`src/rtl/stack_seq_pkg.sv`:
```
// stack_seq_pkg: shared types for the stack command sequencer.
// Optional feature macro: STACK_SEQ_FLAGS_EN (adds flag_z / flag_c outputs).
package stack_seq_pkg;

  localparam int DATA_W_DEF = 8;

  typedef enum logic [2:0] {
    OP_NOP  = 3'd0,
    OP_PUSH = 3'd1,
    OP_POP  = 3'd2,
    OP_TOS  = 3'd3,
    OP_ADD  = 3'd4,
    OP_SUB  = 3'd5,
    OP_AND  = 3'd6,
    OP_NOT  = 3'd7
  } op_e;

  typedef enum logic [2:0] {
    S_IDLE,
    S_PUSH_R,
    S_POP_A,
    S_TOS_A,
    S_CAP_A,
    S_POP_B,
    S_CAP_B,
    S_DONE
  } state_e;

endpackage

```
`src/rtl/stack_seq_alu.sv`:
```
// stack_seq_alu: combinational ALU for the stack sequencer.
// a is the old top of stack, b the entry beneath it; SUB yields b-a.
// Optional feature macro: STACK_SEQ_FLAGS_EN (adds carry/borrow output).
module stack_seq_alu
  import stack_seq_pkg::*;
#(
  parameter int DATA_W = DATA_W_DEF
) (
  input  op_e              op,
  input  logic [DATA_W-1:0] a,
  input  logic [DATA_W-1:0] b,
  output logic [DATA_W-1:0] res
`ifdef STACK_SEQ_FLAGS_EN
  ,
  output logic             carry
`endif
);

`ifdef STACK_SEQ_FLAGS_EN
  // Result plus carry (ADD) or borrow (SUB); AND/NOT clear carry
  always_comb begin
    res   = '0;
    carry = 1'b0;
    case (op)
      OP_ADD:  {carry, res} = {1'b0, a} + {1'b0, b};
      OP_SUB:  {carry, res} = {1'b0, b} - {1'b0, a};
      OP_AND:  res = a & b;
      OP_NOT:  res = ~a;
      default: res = '0;
    endcase
  end
`else
  // Result only, wrapping modulo 2^DATA_W
  always_comb begin
    res = '0;
    case (op)
      OP_ADD:  res = a + b;
      OP_SUB:  res = b - a;
      OP_AND:  res = a & b;
      OP_NOT:  res = ~a;
      default: res = '0;
    endcase
  end
`endif

endmodule

```
`src/rtl/stack_op_sequencer.sv`:
```
// stack_op_sequencer: command-side master for a DEPTH-entry hardware stack.
// Issues single-cycle push/pop/tos strobes, captures stack read data,
// writes ALU results back, and guards over/underflow with a shadow depth.
// Optional feature macro: STACK_SEQ_FLAGS_EN (registered flag_z / flag_c).
module stack_op_sequencer
  import stack_seq_pkg::*;
#(
  parameter int DATA_W  = DATA_W_DEF,
  parameter int DEPTH   = 32,
  parameter int DEPTH_W = $clog2(DEPTH + 1)
) (
  input  logic               clk,
  input  logic               rst,
  input  logic               cmd_valid,
  output logic               cmd_ready,
  input  logic [2:0]         cmd_op,
  input  logic [DATA_W-1:0]  cmd_imm,
  output logic [DATA_W-1:0]  stk_din,
  output logic               stk_push,
  output logic               stk_pop,
  output logic               stk_tos,
  input  logic [DATA_W-1:0]  stk_dout,
  output logic [DATA_W-1:0]  result,
  output logic               result_valid,
  output logic               op_done,
  output logic               err_underflow,
  output logic               err_overflow,
  output logic [DEPTH_W-1:0] depth
`ifdef STACK_SEQ_FLAGS_EN
  ,
  output logic               flag_z,
  output logic               flag_c
`endif
);

  localparam logic [DEPTH_W-1:0] LP_FULL = DEPTH_W'(DEPTH);
  localparam logic [DEPTH_W-1:0] LP_TWO  = DEPTH_W'(2);

  state_e              r_state;
  op_e                 r_op;
  logic [DATA_W-1:0]   r_a;
  logic [DATA_W-1:0]   r_din;
  logic [DATA_W-1:0]   r_result;
  logic                r_rv;
  logic                r_uf;
  logic                r_of;
  logic [DEPTH_W-1:0]  r_depth;
  op_e                 w_op;
  logic [DATA_W-1:0]   w_alu_a;
  logic [DATA_W-1:0]   w_alu_res;
`ifdef STACK_SEQ_FLAGS_EN
  logic                w_alu_carry;
  logic                r_carry;
  logic                r_flag_z;
  logic                r_flag_c;
`endif

  assign w_op = op_e'(cmd_op);

  // In CAP_A the fresh top is on stk_dout (NOT path); in CAP_B it is held in r_a
  assign w_alu_a = (r_state == S_CAP_A) ? stk_dout : r_a;

  stack_seq_alu #(
    .DATA_W(DATA_W)
  ) u_alu (
    .op   (r_op),
    .a    (w_alu_a),
    .b    (stk_dout),
    .res  (w_alu_res)
`ifdef STACK_SEQ_FLAGS_EN
    ,
    .carry(w_alu_carry)
`endif
  );

  // Command FSM, shadow depth counter and registered result/status
  always_ff @(posedge clk or negedge rst) begin
    if (!rst) begin
      r_state  <= S_IDLE;
      r_op     <= OP_NOP;
      r_a      <= '0;
      r_din    <= '0;
      r_result <= '0;
      r_rv     <= 1'b0;
      r_uf     <= 1'b0;
      r_of     <= 1'b0;
      r_depth  <= '0;
`ifdef STACK_SEQ_FLAGS_EN
      r_carry  <= 1'b0;
      r_flag_z <= 1'b0;
      r_flag_c <= 1'b0;
`endif
    end else begin
      r_rv <= 1'b0;
      r_uf <= 1'b0;
      r_of <= 1'b0;

      if (r_state == S_PUSH_R) begin
        r_depth <= r_depth + 1'b1;
      end else if (r_state == S_POP_A || r_state == S_POP_B) begin
        r_depth <= r_depth - 1'b1;
      end

      case (r_state)
        S_IDLE: begin
          if (cmd_valid) begin
            r_op <= w_op;
            case (w_op)
              OP_NOP: r_state <= S_DONE;
              OP_PUSH: begin
                if (r_depth == LP_FULL) begin
                  r_of    <= 1'b1;
                  r_state <= S_DONE;
                end else begin
                  r_din   <= cmd_imm;
                  r_state <= S_PUSH_R;
                end
              end
              OP_POP, OP_NOT: begin
                if (r_depth == '0) begin
                  r_uf    <= 1'b1;
                  r_state <= S_DONE;
                end else begin
                  r_state <= S_POP_A;
                end
              end
              OP_TOS: begin
                if (r_depth == '0) begin
                  r_uf    <= 1'b1;
                  r_state <= S_DONE;
                end else begin
                  r_state <= S_TOS_A;
                end
              end
              default: begin
                if (r_depth < LP_TWO) begin
                  r_uf    <= 1'b1;
                  r_state <= S_DONE;
                end else begin
                  r_state <= S_POP_A;
                end
              end
            endcase
          end
        end
        S_POP_A: r_state <= S_CAP_A;
        S_TOS_A: r_state <= S_CAP_A;
        S_CAP_A: begin
          r_a <= stk_dout;
          case (r_op)
            OP_POP, OP_TOS: begin
              r_result <= stk_dout;
              r_rv     <= 1'b1;
              r_state  <= S_DONE;
            end
            OP_NOT: begin
              r_din   <= w_alu_res;
`ifdef STACK_SEQ_FLAGS_EN
              r_carry <= w_alu_carry;
`endif
              r_state <= S_PUSH_R;
            end
            default: r_state <= S_POP_B;
          endcase
        end
        S_POP_B: r_state <= S_CAP_B;
        S_CAP_B: begin
          r_din   <= w_alu_res;
`ifdef STACK_SEQ_FLAGS_EN
          r_carry <= w_alu_carry;
`endif
          r_state <= S_PUSH_R;
        end
        S_PUSH_R: begin
          if (r_op != OP_PUSH) begin
            r_result <= r_din;
            r_rv     <= 1'b1;
`ifdef STACK_SEQ_FLAGS_EN
            r_flag_z <= (r_din == '0);
            r_flag_c <= r_carry;
`endif
          end
          r_state <= S_DONE;
        end
        S_DONE:  r_state <= S_IDLE;
        default: r_state <= S_IDLE;
      endcase
    end
  end

  assign cmd_ready     = (r_state == S_IDLE);
  assign stk_push      = (r_state == S_PUSH_R);
  assign stk_pop       = (r_state == S_POP_A) || (r_state == S_POP_B);
  assign stk_tos       = (r_state == S_TOS_A);
  assign op_done       = (r_state == S_DONE);
  assign stk_din       = r_din;
  assign result        = r_result;
  assign result_valid  = r_rv;
  assign err_underflow = r_uf;
  assign err_overflow  = r_of;
  assign depth         = r_depth;
`ifdef STACK_SEQ_FLAGS_EN
  assign flag_z        = r_flag_z;
  assign flag_c        = r_flag_c;
`endif

endmodule

```
`config.mk`:
```
export PLATFORM = sky130hd
export DESIGN_NAME = stack_op_sequencer
export DESIGN_NICKNAME = d
export VERILOG_FILES = /design/src/rtl/stack_seq_pkg.sv /design/src/rtl/stack_seq_alu.sv /design/src/rtl/stack_op_sequencer.sv
export SDC_FILE = /design/constraint.sdc
export NUM_CORES = 1
export LEC_CHECK = 0
export ABC_AREA = 1
export CORE_MARGIN = 4
export CORE_UTILIZATION = 30
export DETAILED_ROUTE_END_ITERATION = 6
export SYNTH_ARGS = -nofsm -noshare
export SYNTH_HDL_FRONTEND = slang
export SYNTH_SLANG_ARGS = --single-unit
export TNS_END_PERCENT = 5
```
`constraint.sdc`:
```
create_clock -name clk -period 5.95 [get_ports clk]
set_input_delay 1.19 -clock clk [delete_from_list [all_inputs] [get_ports clk]]
set_output_delay 1.19 -clock clk [all_outputs]
set_load 0.01 [all_outputs]
```
* Word level (Yosys, flattened, before mapping) *
Cells that the tools add are included.

word-level totals
  output and inout port bits = 30
  bits in registers = 39
  logic and storage cells = 88
  input port bits = 22

operators by class
  bitwise gates (word level) = 2
  magnitude comparators = 1
  add/sub/neg operators = 4
  equality and inequality tests = 25
  reductions and logical operators = 15
  mux-type cells = 32

operators by type and width
  kind                 number
  $mux 8               7
  $pmux 8 s4           1
  $eq 3x3->1 const B   9
  $pmux 8 s3           1
  $pmux 3 s7           1
  $eq 3x2->1 const B   6
  $pmux 8 s2           1
  $mux 3               5
  $mux 6               2
  $pmux 3 s4           1
  $mux 1               10
  $add 8x8->8          1
  $and 8x8->8          1
  $ne 2x1->1 const B   4
  $not 8->8            1
  $reduce_or 2->1      4
  $sub 8x8->8          1
  $add 6x1->6 const B  1
  $eq 3x1->1 const B   2
  $eq 6x6->1 const B   1
  $logic_not 3->1      2
  $logic_not 6->1      1
  $lt 6x2->1 const B   1
  $pmux 3 s2           1
  11 further kinds     14

* Longest topological paths before layout *
Gate-level depths: netlist (run 1).

  depth after elaboration = 6
  depth in mapped cells = 20
  gate-level depth less buffers = 20

* Cells and area by module *
From an unflattened synthesis (run 1), not the netlist that was laid out.

second synthesis, totals
  cells, all modules = 403
  area total of the unflattened synthesis = 2,929.1 um^2

modules (own cells, without submodules)
  module              instances  cells each  area each (um^2)
  stack_op_sequencer  1          279         2,210.9
  stack_seq_alu       1          124         718.2

* Worst setup path before layout (run 1) *
No wires, ideal clock.

  kind = input-to-reg
  start point = input port stk_dout[2]
  end point = register r_din[7] (netlist: stk_din[7])
  setup time = 73 ps
  arrival = 3,060 ps
  buffers on the path = 0
  stages = 17
  slack = 2,817 ps
  data required time = 5,877 ps
  cells stage by stage = nand3b_1 -> nand2_2 -> nand3_1 -> or2_1 -> nor2_1 -> a21oi_1 -> xnor2_1 -> ha_1 -> a21oi_1 -> o21ai_0 -> a21oi_1 -> inv_1 -> nand2_1 -> nand3_1 -> nand2_1 -> nand2_1 -> a21oi_2

between the ends
  longest elaborated chain between the ends = 5

ends and longest elaborated chain
  item                                        line                                      text
  from (decl)                                 stack_op_sequencer.sv:22                  input logic [DATA_W-1:0] stk_dout,
  $mux 8                                      n/a
  $sub 8x8->8 or $add 8x8->8 (tied branches)  stack_seq_alu.sv:38, stack_seq_alu.sv:37
  $pmux 8 s4 *                                stack_seq_alu.sv:36                       case (op)
  $mux 8                                      stack_op_sequencer.sv:150                 case (r_op)
  $pmux 8 s3 *                                stack_op_sequencer.sv:104                 case (r_state)
  to (signal assigned)                        stack_op_sequencer.sv:115                 r_din <= cmd_imm;
  to (signal assigned)                        stack_op_sequencer.sv:157                 r_din <= w_alu_res;
  to (signal assigned)                        stack_op_sequencer.sv:168                 r_din <= w_alu_res;
  to (decl)                                   stack_op_sequencer.sv:42                  logic [DATA_W-1:0] r_din;

Mark *: on every way between the ends. The rest lies on a longest branch, timed or not. The select of a mux whose other input is x is not followed.
A chain may end at the register's enable or synchronous reset.

* Worst setup path after layout (run 1) *
Ends and elaborated chain as after synthesis.

==> impl_results.md, run 1 <==
- CTS buffer count: 5
- R2R depth: 13
- Fraction of registers with async set/reset: 100%
- Fin crit share: 60.8%
- Unrepaired setup endpoints after global routing: no
- Clock buffer depth: 2
- CP required: 6.18 ns
- Status: finished clean
- Std-Cell Rows: 33
- Met2 WL post-DR: 3.15 mm
- Vias: 2420
- Pleak: 1.55 nW
- Ys Warns: 0
- Area growth syn-to-layout: 26.8%
- Slew Limit Fails: 0
- Critical path fanouts, max: 4
- Layout fillers: 874
- Average routed wire per standard cell: 13.8 um
- 1st-pass router iterations: 4
- Via density: 4.81
- DRT antenna net count: 0
- Distinct cells, synth: 37
- Reg2reg end: depth[5]
- Design Power: 0.00212 W
- Reg-to-Reg Start: r_state[0]
- Power Density: 632 mW/mm^2
- Mapped Nets: 383
- Syn Area/Cell: 7.62 um^2
- Clk_lat worst skew: 0.29 ns
- # setup viols final: 0
- Post-CTS setup buffers: 0
- Layout net count: 433
- Die Ht: 102 um
- Post-synthesis sequential area ratio: 36.9%
- Initial antenna violation count: 0
- Gr ovfl total: 0
- Die Width: 102 um
- Worst-Margin Slew: 0.908 ns
- Flops & latches, synth: 39
- Worst hold endpoint: stk_din[2]
- Die area: 0.0104 mm^2
- Post-synthesis cell area: 0.00265 mm^2
- # DRC: 0
- Clock root cell: clkbuf_8
- Buffers on Ports: 51
- Core area: 0.00838 mm^2
- Post-cts hold buffer count: 0
- WP data arrival: 3.84 ns
- HP Class: flip-flop to flip-flop
- Starting density of the core: 31.6%
- Routed met3 length: 401 um
- Max Cap Violations: 0
- Final TNS setup: 0 ns
- Reg2reg setup slack: 2.49 ns
- Number of flops mapped to enable cells by yosys: 0
- Pre-CTS WS: 2.02 ns
- Worst Hold Launch: stk_din[2]
- I/O pins: 52
- Dpl hpwl: 5.37 mm
- Maximum achievable frequency: 0.277 GHz
- Setup Skew: 0.00829 ns
- Fin. Hold Viols: 0
- Syn Inst Count: 347
- Worst setup SP type: input port
- Crit path kind: input port to flip-flop
- Largest net degree at the start of global routing: 40
- Hold Path Depth: 2
- Setup ws final: 2.34 ns
- Routed wire length: 6.94 mm
- Cts repair resizes: 0
- Initial DRC count: 143
- Placer Congestion: 0.880
- H-tree depth: 2
- Synth Flop Type: dfrtp_1
- Clk sinks: 39
- M1 wire length: 3.30 mm
- VDD IR-drop max: 196 uV
- Share of layout cells above drive strength 1: 9.05%
- All-Layer GR Usage: 14.3%
- Min cycle time layout: 3.61 ns
- Rel. slew slack: 39.5%
- DR top layer: met4
- CTS clk-pin slew, worst paths: 0.08 ns
- CP endpoint kind: flip-flop
- Vias in the first global route: 2264
- First-pass GRT wire length: 11.7 mm
- Placed Instances: 495
- Non-Filler Instances: 503
- Antenna fix cells: 0
- CTS tree: done
==> logic make-up (layout without fill, tap and decap cells) <==
group	Yosys count	count (layout)	synth area share [%]
adders and majority gates	14	14	7.19
and+or+nand+nor	164	164	28.1
muxes	2	2	0.804
xor gates and xnor gates	11	11	3.64
buffers and inverters	50	101	7.71
DFF	39	39	36.9
AOI/OAI and AO/OA	67	67	15.6
==> routing by layer <==
layer,track usage (%),vias up
met1,20.5,1115
met5,0,-
li1,-,1249
met3,2.46,7
met4,4.14,0
met2,22.4,49
==> worst max path at each step <==
stage | start | end | slack [ns] | cells after the start
2_1_floorplan | stk_dout[2] | stk_din[7] | 2.82 | 17
3_3_place_gp | stk_dout[1] | stk_din[7] | 2.06 | 17
3_5_place_dp | stk_dout[2] | stk_din[7] | 2.02 | 18
4_1_cts | stk_dout[2] | stk_din[7] | 2.31 | 18
5_1_grt | stk_dout[2] | stk_din[7] | 2.04 | 18
6_report | stk_dout[2] | stk_din[7] | 2.34 | 18
==> cells in the mapped netlist (6+ instances only) <==
library cell,n,area (um^2)
nand2_2,8,50.1
ha_1,12,150
nand2_1,75,282
inv_1,39,146
xor2_1,9,78.8
nor2_1,36,135
nor3_1,6,30.0
nand3_1,26,130
a31oi_1,9,56.3
nand2_4,6,67.6
o21ai_0,14,70.1
dfrtp_1,39,976
a21oi_1,27,135
==> registers in the layout (all words and copies together), names as in the netlist <==
name	count
r_a	8
result	8
stk_din	8
depth	6
r_op	3
r_state	3
err_overflow	1
err_underflow	1
result_valid	1
==> power by group <==
group	internal [W]	switching (W)
sequential	0.000395	0.000118
clock	0.000136	0.0000959
combinational	0.000575	0.000797
total	0.00111	0.00101
==> through the flow <==
| stage | area [um^2] | util, % | hold WS [ns] |
|---|---|---|---|
| after floorplan | 2650 | - | 0.484 |
| after global placement | 3240 | 38.6 | 0.503 |
| after detailed placement | 3240 | 38.6 | 0.507 |
| after CTS | 3350 | 40.0 | 0.528 |
| after global routing | 3350 | 40.0 | 0.561 |
| final | 3350 | 40.0 | 0.526 |
==> cell usage in the layout, fill, tap and decap left out, drive strengths merged <==
master,netlist,layout
bufinv,0,1
nand3,26,26
o21bai,1,1
o211ai,2,2
inv,42,42
nand2,89,89
buf,5,1
o21ai,19,19
nand3b,1,1
o311ai,1,1
a21oi,28,28
clkdlybuf4s50,0,50
clkinv,0,1
o221ai,3,3
ha,12,12
mux2i,1,1
mux2,1,1
fa,2,2
nor3,6,6
a211oi,1,1
clkbuf,3,6
nor2,39,39
dfrtp,39,39
a221oi,1,1
xor2,9,9
xnor2,2,2
o32ai,2,2
a31oi,9,9
or2,3,3
==> final cells by class <==
type | count | area [um^2] | share of cell area [%]
multi-input cells | 258 | 1470 | 43.7
flip-flops and latches | 39 | 976 | 29.1
repair buffers | 51 | 505 | 15.1
inverters | 42 | 158 | 4.70
well taps | 105 | 131 | 3.92
clock buffers | 6 | 82.6 | 2.46
clock inverters | 2 | 35.0 | 1.04
==> worst max-delay path, cell delays in order <==
cell	delay [ns]
clkdlybuf4s50_1	0.47
nand3b_1	0.21
nand2_2	0.14
nand3_1	0.12
or2_1	0.25
nor2_1	0.13
a21oi_1	0.10
xnor2_1	0.13
ha_1	0.30
a21oi_1	0.13
o21ai_0	0.09
a21oi_1	0.18
inv_1	0.06
nand2_1	0.06
nand3_1	0.06
nand2_1	0.07
nand2_1	0.06
a21oi_2	0.10
Power figures use the tool's default switching activity.
==> run 2: changes to the inputs <==
Clock period 5.95 ns to 3.6 ns, I/O delays scaled along.
==> run 2 against run 1 <==
Net effect:
- combinational power increased by 73%
- global-route usage increased by 0.48 points
- sequential share of layout area decreased by 0.32 points
- first-iteration DRC count increased by 4.2%
- via count increased by 1.1%
- clock power increased by 68%
- sequential power increased by 64%
- power increased by 70%
==> impl_results.md, run 2 (synthesis results as in run 1) <==
- Die Ht: 102 um (unchanged)
- # DRC: 0 (unchanged)
- Pre-CTS WS: 0.172 ns (-1.85 ns)
- VDD IR-drop max: 285 uV (+45%)
- DRT antenna net count: 0 (unchanged)
- Clock buffer depth: 2 (unchanged)
- Critical path fanouts, max: 5 (+1)
- Clk sinks: 39 (unchanged)
- CP required: 3.83 ns (-2.35 ns)
- Via density: 4.82 (+0.12%)
- Std-Cell Rows: 33 (unchanged)
- Cts repair resizes: 0 (unchanged)
- Fin crit share: 88.0%
- Global route hottest layer: met2
- First-pass GRT wire length: 12.2 mm (+4.1%)
- Setup ws final: 0.432 ns (-1.90 ns)
- Vias in the first global route: 2363 (+4.4%)
- Initial DRC count: 149 (+4.2%)
- Gr ovfl total: 0 (unchanged)
- CTS buffer count: 5 (unchanged)
- Antenna fix cells: 0 (unchanged)
- Reg-to-Reg Start: r_state[1]
- Critical Path Sink: stk_din[7]
- Power Density: 1060 mW/mm^2 (+68%)
- Unrepaired setup endpoints after global routing: no
- Average routed wire per standard cell: 14.2 um (+2.6%)
- HP Class: flip-flop to flip-flop
- Met1 Use GR: 21.4% (+0.96 points)
- Pleak: 1.57 nW (+1.5%)
- Max Cap Violations: 0 (unchanged)
- Starting density of the core: 31.6% (unchanged)
- Die area: 0.0104 mm^2 (unchanged)
- Buffers on Ports: 51 (unchanged)
- Post-cts hold buffer count: 0 (unchanged)
- CTS tree: done
- Vias: 2447 (+1.1%)
- Area growth syn-to-layout: 28.2%
- Layout net count: 438 (+1.2%)
- Worst setup SP type: input port
- Most common cell after layout, fill and taps aside: nand2_1
- Core area: 0.00838 mm^2 (unchanged)
- Dpl hpwl: 5.54 mm (+3.1%)
- CP endpoint kind: flip-flop
- # setup viols final: 0 (unchanged)
- Maximum achievable frequency: 0.316 GHz
- Post-CTS setup buffers: 0 (unchanged)
- Clk_lat worst skew: 0.29 ns (about the same)
- Crit path kind: input port to flip-flop
- WP data arrival: 3.40 ns (-0.44 ns)
- I/O pins: 52 (unchanged)
- Min cycle time layout: 3.17 ns
- Met2 usage: 23.6% (+1.2 points)
- Reg2reg end: stk_din[7]
- Die Width: 102 um (unchanged)
- All-Layer GR Usage: 14.8% (+0.48 points)
- Largest net degree at the start of global routing: 40 (unchanged)
- Slew Limit Fails: 0 (unchanged)
- Routed wire length: 7.19 mm (+3.6%)
- Status: finished clean
- Setup Skew: 0.00652 ns (-0.00176 ns)
- Final TNS setup: 0 ns (unchanged)
- Share of layout cells above drive strength 1: 10.2% (+1.1 points)
- Critical path startpoint: stk_dout[1]
- H-tree depth: 2 (unchanged)
- Clock root cell: clkbuf_8
- 1st-pass router iterations: 4 (unchanged)
- Rel. slew slack: 39.0% (-0.43 points)
- CTS clk-pin slew, worst paths: 0.08 ns (about the same)
- Worst-Margin Slew: 0.914 ns (+0.00648 ns)
- Initial antenna violation count: 0 (unchanged)
- Reg2reg setup slack: 0.50 ns (-1.99 ns)
- Placer Congestion: 0.893 (+1.5%)
- Most frequent cells in the layout: nand2_1 (75), clkdlybuf4s50_1 (50), inv_1 (39), dfrtp_1 (39), nor2_1 (36)
- Fin. Hold Viols: 0 (unchanged)
- R2R depth: 18 (+5)
- Grt met3 use: 1.91% (-0.55 points)
==> run 2: cell count changes in the layout (fill, tap and decap cells not counted), sizes merged <==
cell / change
buf: +5
==> run 2: worst min path at each step <==
stage                     cells past startpoint        from    endpoint
after floorplan                               0         rst    depth[0]
after global placement                        2  stk_din[0]  stk_din[0]
after detailed placement                      2      r_a[7]      r_a[7]
after CTS                                     2      r_a[7]      r_a[7]
after global routing                          2      r_a[6]      r_a[6]
final                                         2      r_a[5]      r_a[5]
==> run 2: power breakdown <==
| group | leakage (nW) | total, W | internal [W] | switching (W) |
|---|---|---|---|---|
| Sequential | 0.460 | 0.000842 | 0.000653 | 0.000189 |
| Clock | 0.0612 | 0.000389 | 0.000225 | 0.000165 |
| Combinational | 1.05 | 0.00237 | 0.00100 | 0.00137 |
==> run 2: cell type report <==
type | count | area, um^2
Fill cell | 863 | 4990
Multi-Input combinational cell | 258 | 1470
Sequential cell | 39 | 976
Clock buffer | 6 | 82.6
Inverter | 42 | 158
Tap cell | 105 | 131
Timing Repair Buffer | 56 | 543
Clock inverter | 2 | 35.0
==> run 2: layer usage <==
| layer | part of all wire, % | vias to the layer above |
|---|---|---|
| met5 | 0 | - |
| met4 | 1.2 | 0 |
| met3 | 4.2 | 8 |
| met2 | 47 | 51 |
| met1 | 48 | 1130 |
| li1 | - | 1258 |
==> run 2: worst max-delay path, cell delays in order <==
cell             delay (ns)
clkdlybuf4s50_1        0.53
o21ai_2                0.29
nand3_1                0.15
or2_1                  0.25
nor2_1                 0.12
a21oi_1                0.10
xnor2_1                0.13
ha_1                   0.31
a21oi_1                0.12
o21ai_0                0.10
a21oi_1                0.17
inv_1                  0.06
nand2_1                0.06
nand3_1                0.06
nand2_1                0.07
nand2_1                0.06
a21oi_2                0.11
==> run 2: stage by stage <==
stage / power (W) / instance area [um^2] / util, % / hold WS, ns / cells
after floorplan: 0.00247 / 2650 / - / 0.424 / 347
after global placement: 0.00319 / 3270 / 39.1 / 0.502 / 500
after detailed placement: 0.00322 / 3270 / 39.1 / 0.510 / 500
after CTS: 0.00362 / 3390 / 40.5 / 0.536 / 508
after global routing: 0.00400 / 3390 / 40.5 / 0.576 / 508
final: 0.00360 / 3390 / 40.5 / 0.534 / 508
